### src/rtl/sram_arb_pkg.sv
// Shared types and defaults for the SRAM single-port arbiter.
package sram_arb_pkg;

  typedef enum logic {
    ST_INIT,
    ST_RUN
  } state_e;

  localparam int unsigned DEF_NREQ  = 2;
  localparam int unsigned DEF_AW    = 9;
  localparam int unsigned DEF_DW    = 8;
  localparam int unsigned DEF_DEPTH = 512;

  // Requester tag width; never zero so a tag field always exists.
  function automatic int unsigned tag_w(input int unsigned nreq);
    return (nreq > 1) ? $clog2(nreq) : 1;
  endfunction

endpackage

### src/rtl/sram_port_arbiter_rr_arbiter.sv
// Combinational round-robin picker: first request at or after rr_ptr, modulo NREQ.
module rr_arbiter
  import sram_arb_pkg::*;
#(
  parameter int unsigned NREQ = DEF_NREQ,
  parameter int unsigned TW   = tag_w(NREQ)
) (
  input  logic [NREQ-1:0] req,
  input  logic [TW-1:0]   rr_ptr,
  output logic [NREQ-1:0] gnt_c,
  output logic [TW-1:0]   gnt_idx_c,
  output logic            gnt_any_c
);

  int unsigned    idx;
  logic [TW-1:0]  sel;

  always_comb begin
    gnt_c     = '0;
    gnt_idx_c = '0;
    gnt_any_c = 1'b0;
    idx       = 0;
    sel       = '0;
    for (int unsigned k = 0; k < NREQ; k++) begin
      // rr_ptr < NREQ and k < NREQ, so one subtraction wraps any NREQ
      idx = 32'(rr_ptr) + k;
      if (idx >= NREQ) idx = idx - NREQ;
      sel = TW'(idx);
      if (!gnt_any_c && req[sel]) begin
        gnt_c[sel] = 1'b1;
        gnt_idx_c  = sel;
        gnt_any_c  = 1'b1;
      end
    end
  end

endmodule

### src/rtl/sram_port_arbiter.sv
// Shares the RW port of a 512x8 OpenRAM macro between NREQ requesters, with a
// post-reset clear sweep, round-robin grant and a tagged two-stage read return.
module sram_port_arbiter
  import sram_arb_pkg::*;
#(
  parameter int unsigned   NREQ     = DEF_NREQ,
  parameter int unsigned   AW       = DEF_AW,
  parameter int unsigned   DW       = DEF_DW,
  parameter int unsigned   DEPTH    = DEF_DEPTH,
  parameter bit            INIT_EN  = 1'b1,
  parameter logic [DW-1:0] INIT_VAL = '0
) (
  input  logic              clk,
  input  logic              rst,
  input  logic [NREQ-1:0]   req_valid,
  input  logic [NREQ-1:0]   req_we,
  input  logic [NREQ*AW-1:0] req_addr,
  input  logic [NREQ*DW-1:0] req_wdata,
  output logic [NREQ-1:0]   req_ready,
  output logic [NREQ-1:0]   rsp_valid,
  output logic [DW-1:0]     rsp_rdata,
  output logic              init_done,
  output logic              sram_csb0,
  output logic              sram_web0,
  output logic [AW-1:0]     sram_addr0,
  output logic [DW-1:0]     sram_din0,
  input  logic [DW-1:0]     sram_dout0
);

  localparam int unsigned TW = tag_w(NREQ);

  state_e          state_q, state_d;
  logic [AW-1:0]   init_addr_q, init_addr_d;
  logic [TW-1:0]   rr_ptr_q, rr_ptr_d;
  logic [AW-1:0]   addr_q, addr_d;
  logic [DW-1:0]   din_q, din_d;
  logic            init_done_q, init_done_d;
  logic            p1_vld_q, p1_vld_d;
  logic [TW-1:0]   p1_id_q, p1_id_d;
  logic [NREQ-1:0] rsp_valid_q, rsp_valid_d;
  logic [DW-1:0]   rsp_rdata_q, rsp_rdata_d;

  logic [NREQ-1:0] gnt_c;
  logic [TW-1:0]   gnt_idx_c;
  logic            gnt_any_c;

  rr_arbiter #(
    .NREQ (NREQ),
    .TW   (TW)
  ) u_arb (
    .req       (req_valid),
    .rr_ptr    (rr_ptr_q),
    .gnt_c     (gnt_c),
    .gnt_idx_c (gnt_idx_c),
    .gnt_any_c (gnt_any_c)
  );

  // Next state, macro pin mux and response pipeline.
  always_comb begin
    state_d     = state_q;
    init_addr_d = init_addr_q;
    rr_ptr_d    = rr_ptr_q;
    p1_vld_d    = 1'b0;
    p1_id_d     = p1_id_q;
    req_ready   = '0;
    sram_csb0   = 1'b1;
    sram_web0   = 1'b1;
    sram_addr0  = addr_q;
    sram_din0   = din_q;

    case (state_q)
      ST_INIT: begin
        sram_csb0  = 1'b0;
        sram_web0  = 1'b0;
        sram_addr0 = init_addr_q;
        sram_din0  = INIT_VAL;
        if (init_addr_q == AW'(DEPTH - 1)) begin
          state_d = ST_RUN;
        end else begin
          init_addr_d = init_addr_q + AW'(1);
        end
      end
      default: begin
        if (gnt_any_c) begin
          req_ready  = gnt_c;
          sram_csb0  = 1'b0;
          sram_web0  = ~req_we[gnt_idx_c];
          sram_addr0 = req_addr[gnt_idx_c*AW +: AW];
          sram_din0  = req_wdata[gnt_idx_c*DW +: DW];
          rr_ptr_d   = (gnt_idx_c == TW'(NREQ - 1)) ? '0 : gnt_idx_c + TW'(1);
          p1_vld_d   = ~req_we[gnt_idx_c];
          p1_id_d    = gnt_idx_c;
        end
      end
    endcase

    // Idle cycles re-drive the last address/data, so capture whatever was driven.
    addr_d      = sram_addr0;
    din_d       = sram_din0;
    init_done_d = (state_d == ST_RUN);

    rsp_valid_d = '0;
    if (p1_vld_q) rsp_valid_d[p1_id_q] = 1'b1;
    rsp_rdata_d = p1_vld_q ? sram_dout0 : rsp_rdata_q;

    if (rst) begin
      req_ready  = '0;
      sram_csb0  = 1'b1;
      sram_web0  = 1'b1;
      sram_addr0 = '0;
      sram_din0  = '0;
    end
  end

  always_ff @(posedge clk) begin
    if (rst) begin
      state_q     <= INIT_EN ? ST_INIT : ST_RUN;
      init_addr_q <= '0;
      rr_ptr_q    <= '0;
      addr_q      <= '0;
      din_q       <= '0;
      init_done_q <= 1'b0;
      p1_vld_q    <= 1'b0;
      p1_id_q     <= '0;
      rsp_valid_q <= '0;
      rsp_rdata_q <= '0;
    end else begin
      state_q     <= state_d;
      init_addr_q <= init_addr_d;
      rr_ptr_q    <= rr_ptr_d;
      addr_q      <= addr_d;
      din_q       <= din_d;
      init_done_q <= init_done_d;
      p1_vld_q    <= p1_vld_d;
      p1_id_q     <= p1_id_d;
      rsp_valid_q <= rsp_valid_d;
      rsp_rdata_q <= rsp_rdata_d;
    end
  end

  assign rsp_valid = rsp_valid_q;
  assign rsp_rdata = rsp_rdata_q;
  assign init_done = init_done_q;

endmodule

### config.mk
export PLATFORM = sky130hd
export DESIGN_NAME = sram_port_arbiter
export DESIGN_NICKNAME = d
export VERILOG_FILES = /design/src/rtl/sram_arb_pkg.sv /design/src/rtl/sram_port_arbiter_rr_arbiter.sv /design/src/rtl/sram_port_arbiter.sv
export SDC_FILE = /design/constraint.sdc
export NUM_CORES = 1
export LEC_CHECK = 0
export BUFFER_PORTS_ARGS = -buffer_cell sky130_fd_sc_hd__buf_2
export CAP_MARGIN = 30
export CORE_ASPECT_RATIO = 0.8
export CORE_MARGIN = 1.5
export CORE_UTILIZATION = 51
export CTS_CLUSTER_DIAMETER = 40
export DETAILED_ROUTE_END_ITERATION = 16
export PLACE_DENSITY = 0.95
export SYNTH_ARGS = -nofsm -noshare
export SYNTH_HDL_FRONTEND = slang
export SYNTH_SLANG_ARGS = --single-unit
export TNS_END_PERCENT = 30
### constraint.sdc
create_clock -name clk -period 4.4 [get_ports clk]
set_input_delay 1.32 -clock clk [delete_from_list [all_inputs] [get_ports clk]]
set_output_delay 1.32 -clock clk [all_outputs]
set_load 0.02 [all_outputs]
==> impl_metrics.csv, run 1 <==
group,metric,value,unit
timing,fin_skew,0.00634,ns
synth,async_flop_share,0,%
die,coreArea,3570,um^2
timing,slew_violations,0,
timing,worst_slack,0.377,ns
finish,synthToLayoutAreaGrowth,24.1,%
synth,yosys.area.top_type,"dfxtp_1",
timing,rsz0062_at_grt,"no",
synth,synthCells,223,
synth,ys_top_cells_by_count,"40 x dfxtp_1, 26 x nand2_1, 17 x nor2_1, 16 x mux2i_1, 14 x nand3_1",
synth,synth_edf_count,0,
detailed_routing,postRouteAntennaNets,0,
power_and_ir_drop,p_sw_share,24.9,%
detailed_routing,dr.pass1.iters,4,
detailed_routing,vias,1923,
synth,synthesis.nets,273,
run,drv_cap,0,
synth,post-synth-top-count-cell,"dfxtp_1",
setup_path,cp_slowest_stage_delay,0.31,ns
setup_path,crit_type,"input pin to output port",
timing,timing.final.crit_share,91.4,%
clocking,cts-resized-gates,0,
finish,n_antenna_cell,0,
power_and_ir_drop,ir_drop,0.000210,V
timing,min_period,4.02,ns
grt,overflow,0,
finish,fillers,289,
grt,grt_pass1_vias,1875,
finish,final_util,68.3,%
die,die_h,58.5,um
synth,synth_top_area_share,40.8,%
hold_path,hold_class,"flop to flop",
finish,final_nets,346,
setup_path,critPathLaunch,"req_valid[0]",
setup_path,critPathSlowestCell,"a211oi_1",
clocking,post_cts_buffers,0,
setup_path,critPathArrivalTime,2.70,ns
power_and_ir_drop,p_sw,0.000170,W
clocking,clkTransAtPathRegs,0.08,ns
power_and_ir_drop,power.density,280,nW/um^2
synth,synth_flop_cell,"dfxtp_1",
grt,grt_first_pass_wirelength,7990,um
detailed_routing,wl_per_cell,14.5,um
clocking,cts_tree,"built",
die,die_w,72.4,um
synth,synthTopCellsByArea,"dfxtp_1 41%, mux2i_1 8.2%, mux2_2 5.2%",
detailed_routing,drtIter0Drc,195,
detailed_routing,vias_per_cell,5.69,
setup_path,path_cells,"buf_2 > nor2b_1 > buf_4 > nor3_1 > a211oi_1 > buf_2",
setup_path,required,3.08,ns
clocking,cts.sinks,40,
power_and_ir_drop,p_clk_share,33.7,%
clocking,htree_levels,2,
power_and_ir_drop,combPwrFrac,12.1,%
setup_path,startpoint_type,"input pin",
detailed_routing,wl,4900,um
clocking,clk_latency,0.29,ns
hold_path,hp-start,"p1_id_q",
timing,worst_slew_pin_slew,0.601,ns
placement,portBuffers,79,
placement,place_congestion,0.842,
clocking,holdBufCountCts,0,
grt,antenna_found_initial,0,
timing,tns,0,ns
grt,globalRouteTotalUtil,24.0,%
finish,drive_gt1_share,34.8,%
synth,syn_area,1960,um^2
detailed_routing,route.detailed.drc,0,
clocking,cts_buffers,5,
synth,ys_types,36,
die,dieArea,4230,um^2
synth,yosysWarningCount,0,
synth,synth-seq-cells,40,
clocking,cts_buffer_depth,2,
clocking,root_buffer,"clkbuf_8",
placement,dp_hpwl,3530,um
power_and_ir_drop,p_seq_share,54.2,%
grt,grt_max_degree,35,
synth,ys_seq_area_share,40.8,%
die,ioPinCount,80,
setup_path,end_kind,"output port",
timing,maxSlewHeadroom,59.9,%
synth,avgSynthCellArea,8.80,um^2
timing,setup_viol,0,
setup_path,cp_max_fo,18,
timing,fmax,0.249,GHz
timing,hold_viol_final,0,
power_and_ir_drop,leakage,1.10,nW
run_status,status,"complete, no violations",
placement,dp_slack,0.399,ns
setup_path,path_common_cell,"buf_2",
die,initial_core_util,55.1,%
setup_path,r2r-start,"init_addr_q[0]",
die,num_rows,19,
power_and_ir_drop,intPower,0.000512,W
flip-flops by register name, summed over array words and instances, names as in the netlist:
signal and flops:
addr_q 9, din_q 8, init_addr_q 9, init_done 1, p1_id_q 1, p1_vld_q 1
rr_ptr_q 1, rsp_rdata 8, rsp_valid 2
layout by cell type (no fill, tap or decap), drive strengths merged, types with 4 or more instances in the layout:
cell    netlist  routed
a211oi        8       8
a21oi         8       8
a41oi         9       9
buf          11      85
clkbuf        8       5
dfxtp        40      40
mux2          9       9
mux2i        16      16
nand2        26      26
nand3        14      14
nor2         17      17
nor3          9       9
o21ai         9       9
o21bai        9       9
o31ai         4       4
or4           4       4
through the flow:
step / power (W) / instances / hold slack (ns) / instance area [um^2]
detailed placement: 0.000460 / 331 / 0.478 / 2350
global route: 0.000712 / 338 / 0.515 / 2440
finish: 0.000681 / 338 / 0.491 / 2440
floorplan: 0.000425 / 223 / 0.414 / 1960
CTS: 0.000687 / 338 / 0.492 / 2440
global placement: 0.000457 / 331 / 0.445 / 2350
layout make-up:
cell class / count / area (um^2) / area share, %
Clock buffer: 5 / 68.8 / 2.82
Sequential cell: 40 / 801 / 32.9
Multi-Input combinational cell: 162 / 1050 / 43.2
Timing Repair Buffer: 85 / 440 / 18.1
Clock inverter: 2 / 12.5 / 0.514
Inverter: 2 / 7.51 / 0.308
Tap cell: 42 / 52.6 / 2.16
worst max-delay path: cells and delay by family:
| kind | cells | cell delay [ns] |
|---|---|---|
| compound gates | 1 | 0.31 |
| buf+inv | 3 | 0.77 |
| simple gates | 2 | 0.30 |
power by group through the flow:
| stage | registers (W) | clock network (W) | logic (W) |
|---|---|---|---|
| finish | 0.000369 | 0.000229 | 0.0000826 |
| global route | 0.000370 | 0.000253 | 0.0000896 |
| CTS | 0.000369 | 0.000235 | 0.0000826 |
| detailed placement | 0.000378 | 0 | 0.0000818 |
| global placement | 0.000378 | 0 | 0.0000791 |
| floorplan | 0.000377 | 0 | 0.0000489 |
final timing paths:
check / end / slack, ns / depth (start not counted)
setup / recovery: sram_din0[2] / 0.38 / 6
hold / removal: rsp_valid[0] / 0.49 / 1
setup reg to reg: init_addr_q[7] / 2.42 / 7
hold reg to reg: rsp_valid[0] / 0.49 / 1
layer usage:
| metal | track usage (%) | vias to the layer above | routed length (um) |
|---|---|---|---|
| met5 | 0 | - | 0 |
| met4 | 10.5 | 0 | 76 |
| met3 | 8.22 | 9 | 411 |
| met2 | 38.6 | 85 | 2260 |
| met1 | 29.3 | 874 | 2150 |
| li1 | - | 955 | - |
cells by family after synthesis:
kind of cell,synth area share (%)
fa+ha+maj,1.27
mux,13.3
compound gates,19.1
xor+xnor,0.892
flops,40.8
buf+inv,5.54
simple gates,19.1
Power figures use the tool's default switching activity.
==> inputs of run 2 (changes only) <==
Settings changed: CORE_ASPECT_RATIO 0.8 to 1.5.
==> run 2 against run 1 <==
Compared with the run above: setup slack improved by 0.17 ns; final area increased by 2.1%; non-clock buffer count increased by 2; register-to-register slack got worse by 0.02 ns; utilization decreased by 0.77 points; die area increased by 0.13%; clock skew about the same; global-route usage increased by 1.6 points; cell count increased by 1.2%; sequential share of layout area decreased by 0.68 points; count of clock-buffer cells in the layout unchanged; critical path type unchanged.
==> impl_metrics.csv, run 2 (synthesis results as in run 1) <==
group,metric,value,unit
clocking,cts_buffer_depth,2,
placement,dp_slack,0.549,ns
detailed_routing,vias,1985,
hold_path,hold_class,"flop to flop",
die,dieArea,4240,um^2
timing,tns,0,ns
run,drv_cap,0,
die,die_w,53.7,um
detailed_routing,drtIter0Drc,65,
power_and_ir_drop,power.density,308,nW/um^2
finish,final_cell_mix,"79 x buf_2, 40 x dfxtp_1, 26 x nand2_1, 17 x nor2_1, 16 x mux2i_1",
die,ioPinCount,80,
run_status,status,"complete, no violations",
power_and_ir_drop,leakage,1.13,nW
timing,maxSlewHeadroom,68.1,%
power_and_ir_drop,total_power,0.000766,W
die,coreArea,3680,um^2
placement,portBuffers,79,
power_and_ir_drop,ir_drop,0.000334,V
detailed_routing,route.detailed.drc,0,
setup_path,end_kind,"output port",
clocking,cts_tree,"built",
detailed_routing,dr.pass1.iters,4,
finish,n_antenna_cell,0,
grt,globalRouteTotalUtil,25.6,%
grt,overflow,0,
setup_path,startpoint_type,"input pin",
timing,worst_slack,0.545,ns
finish,synthToLayoutAreaGrowth,26.7,%
placement,dp_hpwl,3630,um
clocking,htree_levels,2,
clocking,clkTransAtPathRegs,0.09,ns
timing,worst_slew_pin_slew,0.478,ns
grt,antenna_found_initial,0,
finish,drive_gt1_share,35.5,%
timing,holdWs,0.473,ns
timing,slew_violations,0,
timing,hold_viol_final,0,
clocking,post_cts_buffers,0,
die,initial_core_util,53.3,%
clocking,holdBufCountCts,0,
grt,grt_pass1_vias,1928,
setup_path,crit_type,"input pin to output port",
die,num_rows,27,
clocking,root_buffer,"clkbuf_8",
setup_path,required,3.08,ns
timing,fmax,0.259,GHz
clocking,cts_buffers,5,
clocking,cts-resized-gates,0,
timing,rsz0062_at_grt,"no",
die,die_h,79.0,um
timing,min_period,3.86,ns
timing,fin_skew,0.00638,ns
detailed_routing,wl_per_cell,14.8,um
detailed_routing,postRouteAntennaNets,0,
setup_path,cp_max_fo,18,
timing,timing.final.crit_share,87.6,%
finish,largestRegisters,"addr_q: 9 flops, init_addr_q: 9 flops",
grt,grt_first_pass_wirelength,8110,um
finish,final_nets,348,
grt,grt_max_degree,35,
timing,setup_viol,0,
detailed_routing,wl,5050,um
clocking,clk_latency,0.31,ns
finish,layout_commonest_cell,"buf_2",
setup_path,critPathArrivalTime,2.54,ns
clocking,cts.sinks,40,
detailed_routing,vias_per_cell,5.80,
placement,place_congestion,0.896,
[run 2: cell types whose count changed in the layout (fill, tap and decap cells not counted), sizes merged]
cell,delta
buf,+2
clkinvlp,-1
bufinv,+1
clkinv,+1
[run 2: critical path, stage by stage]
cell and delay, ns:
buf_2 0.14, buf_4 0.30, mux2_2 0.38, nand2_1 0.07, a41oi_1 0.13, buf_2 0.20
[run 2: cell type report]
cell class	instances	area [um^2]
fill	303	1190
tap	43	53.8
multi-input combinational	162	1050
clock buffer	5	68.8
inverter	2	7.51
sequential	40	801
clock inverter	3	47.5
timing repair buffer	87	455
[run 2: power by group]
| group | internal, W | switching (W) |
|---|---|---|
| Combinational | 0.0000397 | 0.0000433 |
| Clock | 0.000171 | 0.000143 |
| Sequential | 0.000366 | 0.00000381 |
[run 2: final timing paths]
path	depth (start not counted)	slack (ns)	from	endpoint
setup / recovery	6	0.54	req_valid[0]	sram_addr0[7]
hold / removal	1	0.47	p1_id_q	rsp_valid[0]
setup reg to reg	7	2.40	init_addr_q[0]	init_addr_q[5]
hold reg to reg	1	0.47	p1_id_q	rsp_valid[0]
[run 2: metal layers]
| metal | up-vias | wire length, um | track usage (%) |
|---|---|---|---|
| met3 | 9 | 230 | 5.08 |
| li1 | 966 | - | - |
| met5 | - | 0 | 0 |
| met4 | 0 | 133 | 11.3 |
| met1 | 942 | 2000 | 26.9 |
| met2 | 68 | 2690 | 46.7 |
[run 2: per-stage QoR]
stage / area, um^2 / instances / util (%)
after detailed placement: 2370 / 334 / 64.4
after global routing: 2490 / 342 / 67.6
final: 2490 / 342 / 67.6
after floorplan: 1960 / 223 / -
after CTS: 2490 / 342 / 67.6
after global placement: 2370 / 334 / 64.4
